<file path="src/rtl/wb_sram_pkg.sv">
// Shared definitions for the banked Wishbone SRAM controller: bus widths,
// controller state encoding and the address-window mask helper.
package wb_sram_pkg;

  localparam int WB_DW = 32;
  localparam int WB_SW = 4;

  typedef enum logic [1:0] {
    IDLE,
    ACCESS,
    WAIT,
    ACK
  } state_t;

  // The window covers every word of every bank, including unpopulated bank
  // indices, so the mask keeps only the address bits above that span.
  function automatic logic [31:0] window_mask(input int aw, input int bank_bits);
    logic [31:0] size;
    size = 32'd4 << (aw + bank_bits);
    return ~(size - 32'd1);
  endfunction

endpackage

</file>
<file path="src/rtl/wb_sram_bank_mux.sv">
// Remembers which bank the current request addressed and steers that bank's
// read data towards the controller's capture register.
module wb_sram_bank_mux
  import wb_sram_pkg::*;
#(
  parameter int NUM_BANKS = 2,
  parameter int BANK_BITS = 1
) (
  input  logic                       clk,
  input  logic                       rst,
  input  logic                       load,
  input  logic [BANK_BITS-1:0]       bank_in,
  input  logic [WB_DW*NUM_BANKS-1:0] dout,
  output logic [WB_DW-1:0]           rd_data
);

  logic [BANK_BITS-1:0] bank_q;

  // Hold the bank index of the accepted request until its data is captured
  always_ff @(posedge clk) begin
    if (rst) begin
      bank_q <= '0;
    end else if (load) begin
      bank_q <= bank_in;
    end
  end

  // Select the addressed macro; bank indices with no macro behind them read zero
  always_comb begin
    rd_data = '0;
    for (int b = 0; b < NUM_BANKS; b++) begin
      if (int'(bank_q) == b) begin
        rd_data = dout[WB_DW*b +: WB_DW];
      end
    end
  end

endmodule

</file>
<file path="src/rtl/wb_sram_banked_ctrl.sv">
// Wishbone-classic slave mapping an aligned address window onto NUM_BANKS
// single-port SRAM macros. Every output is registered; the macro is enabled
// for exactly one cycle per transfer and read data is captured after the
// configured macro latency.
module wb_sram_banked_ctrl
  import wb_sram_pkg::*;
#(
  parameter logic [31:0] BASE_ADDR    = 32'h3000_0000,
  parameter int          AW           = 10,
  parameter int          NUM_BANKS    = 2,
  parameter int          BANK_BITS    = 1,
  parameter int          READ_LATENCY = 1
) (
  input  logic                       wb_clk_i,
  input  logic                       wb_rst_i,
  input  logic                       wbs_cyc_i,
  input  logic                       wbs_stb_i,
  input  logic                       wbs_we_i,
  input  logic [WB_SW-1:0]           wbs_sel_i,
  input  logic [31:0]                wbs_adr_i,
  input  logic [WB_DW-1:0]           wbs_dat_i,
  output logic                       wbs_ack_o,
  output logic [WB_DW-1:0]           wbs_dat_o,
  output logic [NUM_BANKS-1:0]       sram_csb_o,
  output logic                       sram_web_o,
  output logic [WB_SW-1:0]           sram_wmask_o,
  output logic [AW-1:0]              sram_addr_o,
  output logic [WB_DW-1:0]           sram_din_o,
  input  logic [WB_DW*NUM_BANKS-1:0] sram_dout_i
);

  localparam logic [31:0] WIN_MASK = window_mask(AW, BANK_BITS);
  localparam int          CW       = 2;

  state_t                state;
  logic [CW-1:0]         lat_cnt;
  logic                  is_read;
  logic                  void_q;
  logic                  hit;
  logic                  req;
  logic                  accept;
  logic                  bank_valid;
  logic [AW-1:0]         word;
  logic [BANK_BITS-1:0]  bank;
  logic [NUM_BANKS-1:0]  csb_sel;
  logic [WB_DW-1:0]      mux_data;

  assign hit        = (wbs_adr_i & WIN_MASK) == BASE_ADDR;
  assign req        = wbs_cyc_i & wbs_stb_i & hit;
  assign accept     = (state == IDLE) & req;
  assign word       = wbs_adr_i[AW+1:2];
  assign bank       = wbs_adr_i[AW+BANK_BITS+1:AW+2];
  assign bank_valid = int'(bank) < NUM_BANKS;

  // Active-low one-hot chip select for the addressed bank; all high for a void bank
  always_comb begin
    csb_sel = '1;
    for (int b = 0; b < NUM_BANKS; b++) begin
      if (int'(bank) == b) begin
        csb_sel[b] = 1'b0;
      end
    end
  end

  wb_sram_bank_mux #(
    .NUM_BANKS (NUM_BANKS),
    .BANK_BITS (BANK_BITS)
  ) u_bank_mux (
    .clk     (wb_clk_i),
    .rst     (wb_rst_i),
    .load    (accept),
    .bank_in (bank),
    .dout    (sram_dout_i),
    .rd_data (mux_data)
  );

  // Transfer sequencer: accept, enable the macro for one cycle, wait out the
  // read latency, then acknowledge for one cycle; a dropped cyc abandons the ack
  always_ff @(posedge wb_clk_i) begin
    if (wb_rst_i) begin
      state        <= IDLE;
      wbs_ack_o    <= 1'b0;
      wbs_dat_o    <= '0;
      sram_csb_o   <= '1;
      sram_web_o   <= 1'b1;
      sram_wmask_o <= '0;
      sram_addr_o  <= '0;
      sram_din_o   <= '0;
      lat_cnt      <= '0;
      is_read      <= 1'b0;
      void_q       <= 1'b0;
    end else begin
      wbs_ack_o  <= 1'b0;
      wbs_dat_o  <= '0;
      sram_csb_o <= '1;
      case (state)
        IDLE: begin
          if (req) begin
            sram_addr_o  <= word;
            sram_din_o   <= wbs_dat_i;
            sram_wmask_o <= wbs_sel_i;
            sram_web_o   <= ~wbs_we_i;
            sram_csb_o   <= csb_sel;
            is_read      <= ~wbs_we_i;
            void_q       <= ~bank_valid;
            state        <= ACCESS;
          end
        end
        ACCESS: begin
          if (!wbs_cyc_i) begin
            state <= IDLE;
          end else if (!is_read || void_q) begin
            wbs_ack_o <= 1'b1;
            state     <= ACK;
          end else begin
            lat_cnt <= CW'(READ_LATENCY - 1);
            state   <= WAIT;
          end
        end
        WAIT: begin
          if (!wbs_cyc_i) begin
            state <= IDLE;
          end else if (lat_cnt == '0) begin
            wbs_dat_o <= mux_data;
            wbs_ack_o <= 1'b1;
            state     <= ACK;
          end else begin
            lat_cnt <= lat_cnt - 1'b1;
          end
        end
        ACK: begin
          state <= IDLE;
        end
        default: begin
          state <= IDLE;
        end
      endcase
    end
  end

endmodule

</file>
<file path="config.mk">
export PLATFORM = sky130hd
export DESIGN_NAME = wb_sram_banked_ctrl
export DESIGN_NICKNAME = d
export VERILOG_FILES = /design/src/rtl/wb_sram_pkg.sv /design/src/rtl/wb_sram_bank_mux.sv /design/src/rtl/wb_sram_banked_ctrl.sv
export SDC_FILE = /design/constraint.sdc
export NUM_CORES = 1
export LEC_CHECK = 0
export CAP_MARGIN = 10
export CORE_MARGIN = 3
export CORE_UTILIZATION = 36
export DETAILED_ROUTE_END_ITERATION = 10
export PLACE_DENSITY = 0.87
export SYNTH_ARGS = -nofsm -noshare
export SYNTH_HDL_FRONTEND = slang
export SYNTH_SLANG_ARGS = --single-unit
</file>
<file path="constraint.sdc">
create_clock -name wb_clk_i -period 2.9 [get_ports wb_clk_i]
set_clock_uncertainty 0.1 [all_clocks]
set_input_delay 0.58 -clock wb_clk_i [delete_from_list [all_inputs] [get_ports wb_clk_i]]
set_output_delay 0.58 -clock wb_clk_i [all_outputs]
set_load 0.1 [all_outputs]
</file>
==> flow_summary_export.csv, run 1 <==
group,metric,value,unit
floorplanning,core,0.008934,mm2
power_and_ir_drop,p_total,2.481,mW
flow_run,max_cap_violations,0,
worst_setup_path,endpoint_kind,"register",
worst_setup_path,crit_type,"input pin to register",
placed_design,dp_hpwl,8.406,mm
yosys,synth_nets,522,
clocking,cts_setup_buffers,0,
timing,timing.hold.ws,0.3816,ns
timing,hold_viol_final,0,
floorplanning,die_h,103.1,um
detailed_routing,viasPerCell,5.128,
worst_setup_path,cp-start-kind,"input pin",
yosys,synthFlopType,"dfxtp_1",
detailed_routing,drt-total-wl,11.25,mm
worst_setup_path,required,3.04,ns
power_and_ir_drop,ir_drop,0.2474,mV
floorplanning,rows,34,
timing,period_needed,2.619,ns
yosys,synth_seq_cells,88,
worst_setup_path,reg2reg_depth,6,
yosys,synth_top_cell_area_share,51.90,%
grt,antenna_found_initial,0,
grt,grt_usage,20.41,%
timing,worstMarginPinSlew,0.9950,ns
worst_setup_path,critPathMaxFanout,48,
status,status,"finished clean",
placed_design,io_buffers,216,
yosys,netlist_top_cells_area,"dfxtp_1, mux2i_1, a21oi_1, nand3_1, o21ai_0",
clocking,clk_pin_slew,0.09,ns
floorplanning,die_x,103.1,um
detailed_routing,wire_per_inst,16.12,um
finish,seq_area,0.001763,mm2
yosys,synth_edf_count,0,
yosys,yosys_warnings,0,
yosys,yosys-top-cells-count,"dfxtp_1, a21oi_1, nand3_1, o21ai_0, nor2_1",
power_and_ir_drop,power.density,434.6,mW/mm2
clocking,cts-root-buf,"clkbuf_8",
timing,finalSetupViolCount,0,
timing,fin_crit_sh,90.31,%
clocking,cts.sink_count,88,
finish,final_util,63.89,%
yosys,avgSynthCellArea,8.933,um2
clocking,cts_buffer_depth,2,
finish,multiInputGateArea,0.001486,mm2
power_and_ir_drop,p_leak,2.174,nW
floorplanning,dieArea,0.01063,mm2
floorplanning,ios,219,
min_path,hold_class,"register to register",
yosys,synth_area,0.003395,mm2
clocking,h-tree-depth,3,
clocking,cts_buffers,9,
yosys,synth.yosys.seq_area_share,51.90,%
finish,finish.net_count,727,
grt,grt_pass1_vias,3518,
clocking,insertion_delay,0.35,ns
detailed_routing,ant_nets,0,
min_path,hold_depth,2,
finish,area_growth,68.15,%
timing,maxSlewViolCount,0,
detailed_routing,firstDrtPassIters,4,
yosys,async_reset_ff_share,0,%
finish,drive_gt1_share,19.83,%
yosys,postSynthCellCount,380,
placed_design,gp_congestion,0.7641,
clocking,tritoncts,"yes",
yosys,synth.largest_area_cell,"dfxtp_1",
worst_setup_path,critPathArrivalTime,2.76,ns
grt,grt_pass1_wl,17.13,mm
clocking,post_cts_resize_count,0,
timing,timing.fmax,381.8,MHz
timing,max_slew_margin,33.67,%
finish,antennaDiodeCount,0,
detailed_routing,first_iter_violations,132,
timing,rsz0062_at_grt,"false",
grt,grt_start_max_net_pins,49,
yosys,synth_most_common_cell,"dfxtp_1",
floorplanning,initial_core_util,38.00,%
yosys,ys_types,26,
clocking,cts_hold_buf,0,
grt,grt_remaining_overflow,0,
detailed_routing,vias,3579,
detailed_routing,drc,0,
finish,fill_cells,707,
==> power breakdown <==
group	switching, mW	leakage, nW	total, mW	internal (mW)
registers	0.000000341	0.709	1.21	1.21
logic	0.0500	1.34	0.220	0.170
clock network	0.469	0.122	1.05	0.585
==> critical path, stage by stage <==
cell	delay, ns
clkdlybuf4s50_1	0.40
or4_1	0.57
or4_4	0.54
buf_4	0.28
nor3_1	0.28
nand2_1	0.08
==> per-stage QoR <==
step                worst slack (ns)  std cells  instance area (um2)  setup TNS, ns
global placement            -0.05387        682                 5458        -0.1952
CTS                           0.3066        698                 5708              0
global route                  0.1813        698                 5708              0
floorplan                     0.2624        380                 3395              0
finish                        0.2811        698                 5708              0
detailed placement          -0.06982        682                 5458        -0.6280
==> worst paths after layout <==
check                               startpoint             end  slack, ns
worst max-delay path             wbs_adr_i[14]   sram_csb_o[1]       0.28
worst min-delay path            sram_din_o[17]  sram_din_o[17]       0.38
worst max register to register        state[0]      lat_cnt[1]       1.06
worst min register to register  sram_din_o[17]  sram_din_o[17]       0.38
==> routing by layer <==
metal	up-vias	track usage, %	routed length (um)
li1	1738	-	-
met1	1667	22.89	4192
met2	149	36.75	5883
met3	25	5.345	907
met4	0	7.869	265
met5	-	0	0
==> state kept, by name, indices dropped and copies added, names as in the netlist, 2 cells and up <==
name	flops
sram_din_o	32
lat_cnt	2
sram_csb_o	2
state	2
sram_addr_o	10
sram_wmask_o	4
wbs_dat_o	32
==> cell type report <==
class	count	share of cell area, %
flip-flops and latches	88	30.89
clock buffers	9	2.170
inverters	5	0.3288
well taps	108	2.367
clock inverters	7	2.214
repair buffers	228	35.99
multi-input cells	253	26.04
==> cell usage in the layout (no fill, tap or decap), types with 3 or more instances in the layout <==
cell	n
clkbuf_8	9
o21ai_0	50
nand3_1	50
nand2_1	4
clkdlybuf4s50_1	133
dfxtp_1	87
a21oi_1	52
buf_4	93
ha_1	5
nor3_1	4
nand2b_1	3
bufinv_16	3
nor2_1	35
mux2i_1	32
or4_1	3
inv_1	5
==> cells by family after synthesis <==
group / synth area share, %
simple gates: 15.67
compound gates: 15.74
flops: 51.90
buf+inv: 4.534
mux: 10.32
fa+ha+maj: 1.843
(Power assumes the default switching activity.)
==> inputs of run 2 (changes only) <==
CAP_MARGIN = 40   (was 10)
==> flow_summary_export.csv, run 2 (synthesis results as in run 1) <==
group,metric,value,unit
grt,grt_remaining_overflow,0,
power_and_ir_drop,combPwrFrac,8.9,%
floorplanning,dieArea,0.01063,mm2
finish,finish.net_count,728,
worst_setup_path,endpoint_kind,"register",
clocking,post_cts_resize_count,0,
power_and_ir_drop,p_int,1.961,mW
power_and_ir_drop,p_leak,2.185,nW
power_and_ir_drop,p_clk_share,42.4,%
power_and_ir_drop,p_total,2.478,mW
timing,timing.fmax,380.8,MHz
timing,setup_tns,0,ns
placed_design,dp_hpwl,8.414,mm
finish,final_cell_mix,"clkdlybuf4s50_1, buf_4, dfxtp_1",
placed_design,place_area,0.005478,mm2
clocking,cts-root-buf,"clkbuf_8",
worst_setup_path,r2r_start,"state[0]",
floorplanning,rows,34,
detailed_routing,first_iter_violations,116,
worst_setup_path,critPathMaxFanout,2,
finish,final_util,64.10,%
worst_setup_path,cp-start-kind,"input pin",
clocking,cts_buffers,9,
floorplanning,die_h,103.1,um
finish,final_common_cell,"clkdlybuf4s50_1",
clocking,cts.sink_count,88,
min_path,holdCritStartpoint,"sram_addr_o[3]",
power_and_ir_drop,power.density,432.7,mW/mm2
clocking,clk_pin_slew,0.09,ns
timing,period_needed,2.626,ns
min_path,hold_end,"sram_addr_o[3]",
flow_run,max_cap_violations,0,
clocking,tritoncts,"yes",
finish,area_growth,68.71,%
power_and_ir_drop,power.switching,0.5169,mW
timing,rsz0062_at_grt,"false",
clocking,h-tree-depth,3,
min_path,hold_class,"register to register",
floorplanning,ios,219,
worst_setup_path,critPathArrivalTime,2.76,ns
finish,drive_gt1_share,19.97,%
finish,top_regs,"sram_din_o (32), wbs_dat_o (32), sram_addr_o (10)",
worst_setup_path,crit_type,"input pin to register",
timing,hold_viol_final,0,
detailed_routing,vias,3563,
grt,antenna_found_initial,0,
timing,finalSetupViolCount,0,
clocking,insertion_delay,0.34,ns
grt,grt_usage,19.55,%
detailed_routing,viasPerCell,5.097,
clocking,cts_buffer_depth,2,
worst_setup_path,r2r_end,"lat_cnt[1]",
placed_design,io_buffers,216,
timing,fin_crit_sh,90.55,%
placed_design,gp_congestion,0.7641,
finish,antennaDiodeCount,0,
finish,fin_area,0.005727,mm2
floorplanning,core,0.008934,mm2
detailed_routing,ant_nets,0,
detailed_routing,drc,0,
timing,worstMarginPinSlew,0.5081,ns
timing,max_slew_margin,65.66,%
power_and_ir_drop,pwr-share-seq,48.7,%
worst_setup_path,reg2reg_depth,6,
status,status,"finished clean",
detailed_routing,wire_per_inst,15.81,um
detailed_routing,firstDrtPassIters,4,
clocking,cts_hold_buf,0,
finish,fill_cells,700,
detailed_routing,drt-total-wl,11.05,mm
worst_setup_path,r2r_slack,1.06,ns
clocking,cts_setup_buffers,0,
timing,timing.hold.ws,0.3795,ns
floorplanning,initial_core_util,38.00,%
power_and_ir_drop,ir_drop,0.3556,mV
grt,grt_start_max_net_pins,49,
worst_setup_path,required,3.04,ns
grt,grt_pass1_wl,16.57,mm
power_and_ir_drop,switching_share,20.86,%
grt,grt_pass1_vias,3483,
timing,maxSlewViolCount,0,
min_path,hold_depth,2,
floorplanning,die_x,103.1,um
run 2: cell types whose count changed in the layout (fill, tap and decap cells not counted):
cell | before | now
buf_12 | 1 | 2
clkinv_4 | 0 | 1
clkinvlp_4 | 1 | 0
inv_6 | 2 | 3
inv_8 | 1 | 0
run 2: critical path, stage by stage:
cell and delay [ns]:
clkdlybuf4s50_1 0.41, or4_1 0.57, or4_4 0.54, a211o_1 0.35
mux2_4 0.32
run 2: cell type report:
cell class	count	area, um2	share of cell area, %
multi-input cells	253	1486	25.96
inverters	5	18.77	0.3277
clock inverters	7	125.1	2.185
repair buffers	229	2074	36.22
clock buffers	9	123.9	2.163
flip-flops and latches	88	1763	30.78
well taps	108	135.1	2.360
run 2: worst max path at each step:
stage                        startpoint       endpoint
final                     wbs_adr_i[14]       state[1]
after floorplan           wbs_adr_i[14]       state[0]
after global placement    wbs_adr_i[14]  sram_csb_o[0]
after global routing      wbs_adr_i[14]  sram_din_o[3]
after CTS                 wbs_adr_i[14]       state[1]
after detailed placement  wbs_adr_i[14]       state[1]
run 2: power by group through the flow:
stage	Clock [mW]	Combinational, mW	Sequential [mW]
finish	1.05	0.220	1.21
global route	1.12	0.235	1.21
CTS	1.07	0.221	1.21
detailed placement	0	0.220	1.24
global placement	0	0.216	1.24
floorplan	0	0.0303	1.24
run 2: per-layer routing:
metal | vias up | GRT usage (%) | share of wire (%)
li1 | 1738 | - | -
met1 | 1654 | 20.82 | 36
met2 | 144 | 36.21 | 52
met3 | 27 | 6.089 | 8.7
met4 | 0 | 6.773 | 2.8
met5 | - | 0 | 0
run 2: stage by stage:
stage / instances / setup WS (ns)
finish: 699 / 0.2742
global route: 699 / 0.2219
CTS: 699 / 0.2937
detailed placement: 683 / -0.06199
global placement: 682 / -0.05387
floorplan: 380 / 0.2624
==> RTL change (settings of run 1) <==
Set the package constant `WB_SW` to 5 (it was 4).
--- a/src/rtl/wb_sram_pkg.sv
+++ b/src/rtl/wb_sram_pkg.sv
@@ -3,7 +3,7 @@
 package wb_sram_pkg;
 
   localparam int WB_DW = 32;
-  localparam int WB_SW = 4;
+  localparam int WB_SW = 5;
 
   typedef enum logic [1:0] {
     IDLE,
Ports: changed (resized sram_wmask_o and wbs_sel_i); port bits go from 219 to 221. The function was not compared with the original's and may differ.
==> RTL change against run 1 <==
  * Critical path depth fell by 1
  * Synthesized cell count rose by 1.1%
  * Sequential cell count rose by 1
  * Utilization fell by 0.12 points
  * Worst setup slack improved by 0.015 ns
  * Register-to-register slack improved by 0.09 ns
  * Final area rose by 0.29%
  * Total power fell by 9.7%
  * First-iteration DRC count did not move
  * Maximum frequency rose by 0.56%
  * Area after synthesis rose by 1.0%
  * Routed wire length rose by 3.4%
  * Clock power fell by 24%
==> RTL change: results (changes against run 1) <==
metric;value;unit;change
grt_max_degree;50;;+2.0%
clockBufferDepth;2;;unchanged
seq_area_frac_synth;52.0;%;+0.054 points
synthTopCellsByCount;dfxtp_1 (89), a21oi_1 (53), nand3_1 (51), o21ai_0 (51), nor2_1 (35);;
grt_pass1_wl;18800;um;+9.8%
hpwl;8860;um;+5.4%
grt_util_met1;24.3;%;+1.4 points
peakVddDrop;0.261;mV;+5.3%
holdPathEnd;sram_din_o[0]$_SDFFE_PP0P_;;
power_leakage;0.00216;uW;-0.65%
track_usage;21.3;%;+0.89 points
endpoint;state[1]$_SDFFE_PP0P_;;
nFillCells;738;;+4.4%
hold_start;sram_din_o[0]$_SDFFE_PP0P_;;
syn_nets;527;;+0.96%
ys_warn_count;0;;unchanged
reg2reg_slack;1.15;ns;+0.09 ns
path_delay_family;simple AND/OR/NAND/NOR gates;;
nets;735;;+1.1%
wl_per_cell;16.1;um;-0.17%
synthTopCellsByArea;dfxtp_1 (52%), mux2i_1 (9.3%), a21oi_1 (7.7%);;
htree_levels;3;;unchanged
critPathMaxFanout;2;;-96%
cts_buffers;9;;unchanged
vias_per_cell;4.98;;-2.9%
place_congestion;0.732;;-4.2%
holdWs;0.379;ns;-0.00267 ns
io_buffers;218;;+0.93%
use_met2;39.0;%;+2.2 points
slew_headroom;32.2;%;-1.4 points
drive_gt1_share;19.9;%;+0.10 points
use_met3;5.10;%;-0.25 points
rr_worst_depth;6;;unchanged
outcome;completed;;
==> RTL change: changes by cell type after synthesis, sizes merged <==
cell | before | now
a21oi | 52 | 53
nand3 | 50 | 51
o21ai | 50 | 51
dfxtp | 88 | 89
==> RTL change: worst register-to-register path, delay by kind of cell (launching register included) <==
family,cells,cell delay [ns]
AO/OA/AOI/OAI,2,0.33
adder cells (fa/ha/maj),1,0.31
buffers and inverters,1,0.12
flip-flops,1,0.33
AND/OR/NAND/NOR,2,0.50
==> RTL change: cell type report <==
type | instances | share of cell area, %
Multi-Input combinational cell | 256 | 26.2
Inverter | 5 | 0.328
Timing Repair Buffer | 231 | 36.3
Sequential cell | 89 | 31.1
Clock buffer | 9 | 2.16
Tap cell | 126 | 2.75
Clock inverter | 7 | 1.05
==> RTL change: stage by stage <==
step / std cells / setup WS, ns / cell area (um^2) / utilization (%)
2_1_floorplan: 384 / 0.254 / 3430 / -
3_3_place_gp: 707 / -0.0415 / 5540 / 61.7
3_5_place_dp: 707 / -0.0732 / 5540 / 61.7
4_1_cts: 723 / 0.302 / 5720 / 63.8
5_1_grt: 723 / 0.195 / 5720 / 63.8
6_report: 723 / 0.296 / 5720 / 63.8
==> RTL change: logic make-up after synthesis <==
kind of cell / after synthesis / share of synthesized area [%]
simple gates: 110 / 15.7
compound gates: 107 / 15.9
buf+inv: 39 / 4.49
mux: 34 / 10.2
fa+ha+maj: 5 / 1.82
flops: 89 / 52.0
==> RTL change: where the power goes <==
part | switching, uW | internal [uW]
sequential | 0.000346 | 1220
clock | 470 | 326
combinational | 51.5 | 172
==> RTL change: routing by layer <==
layer	vias up	routed length (um)	share of wire, %
li1	1759	-	-
met4	0	230	2.0
met1	1698	4430	38
met3	19	749	6.4
met5	-	0	0
met2	123	6220	53
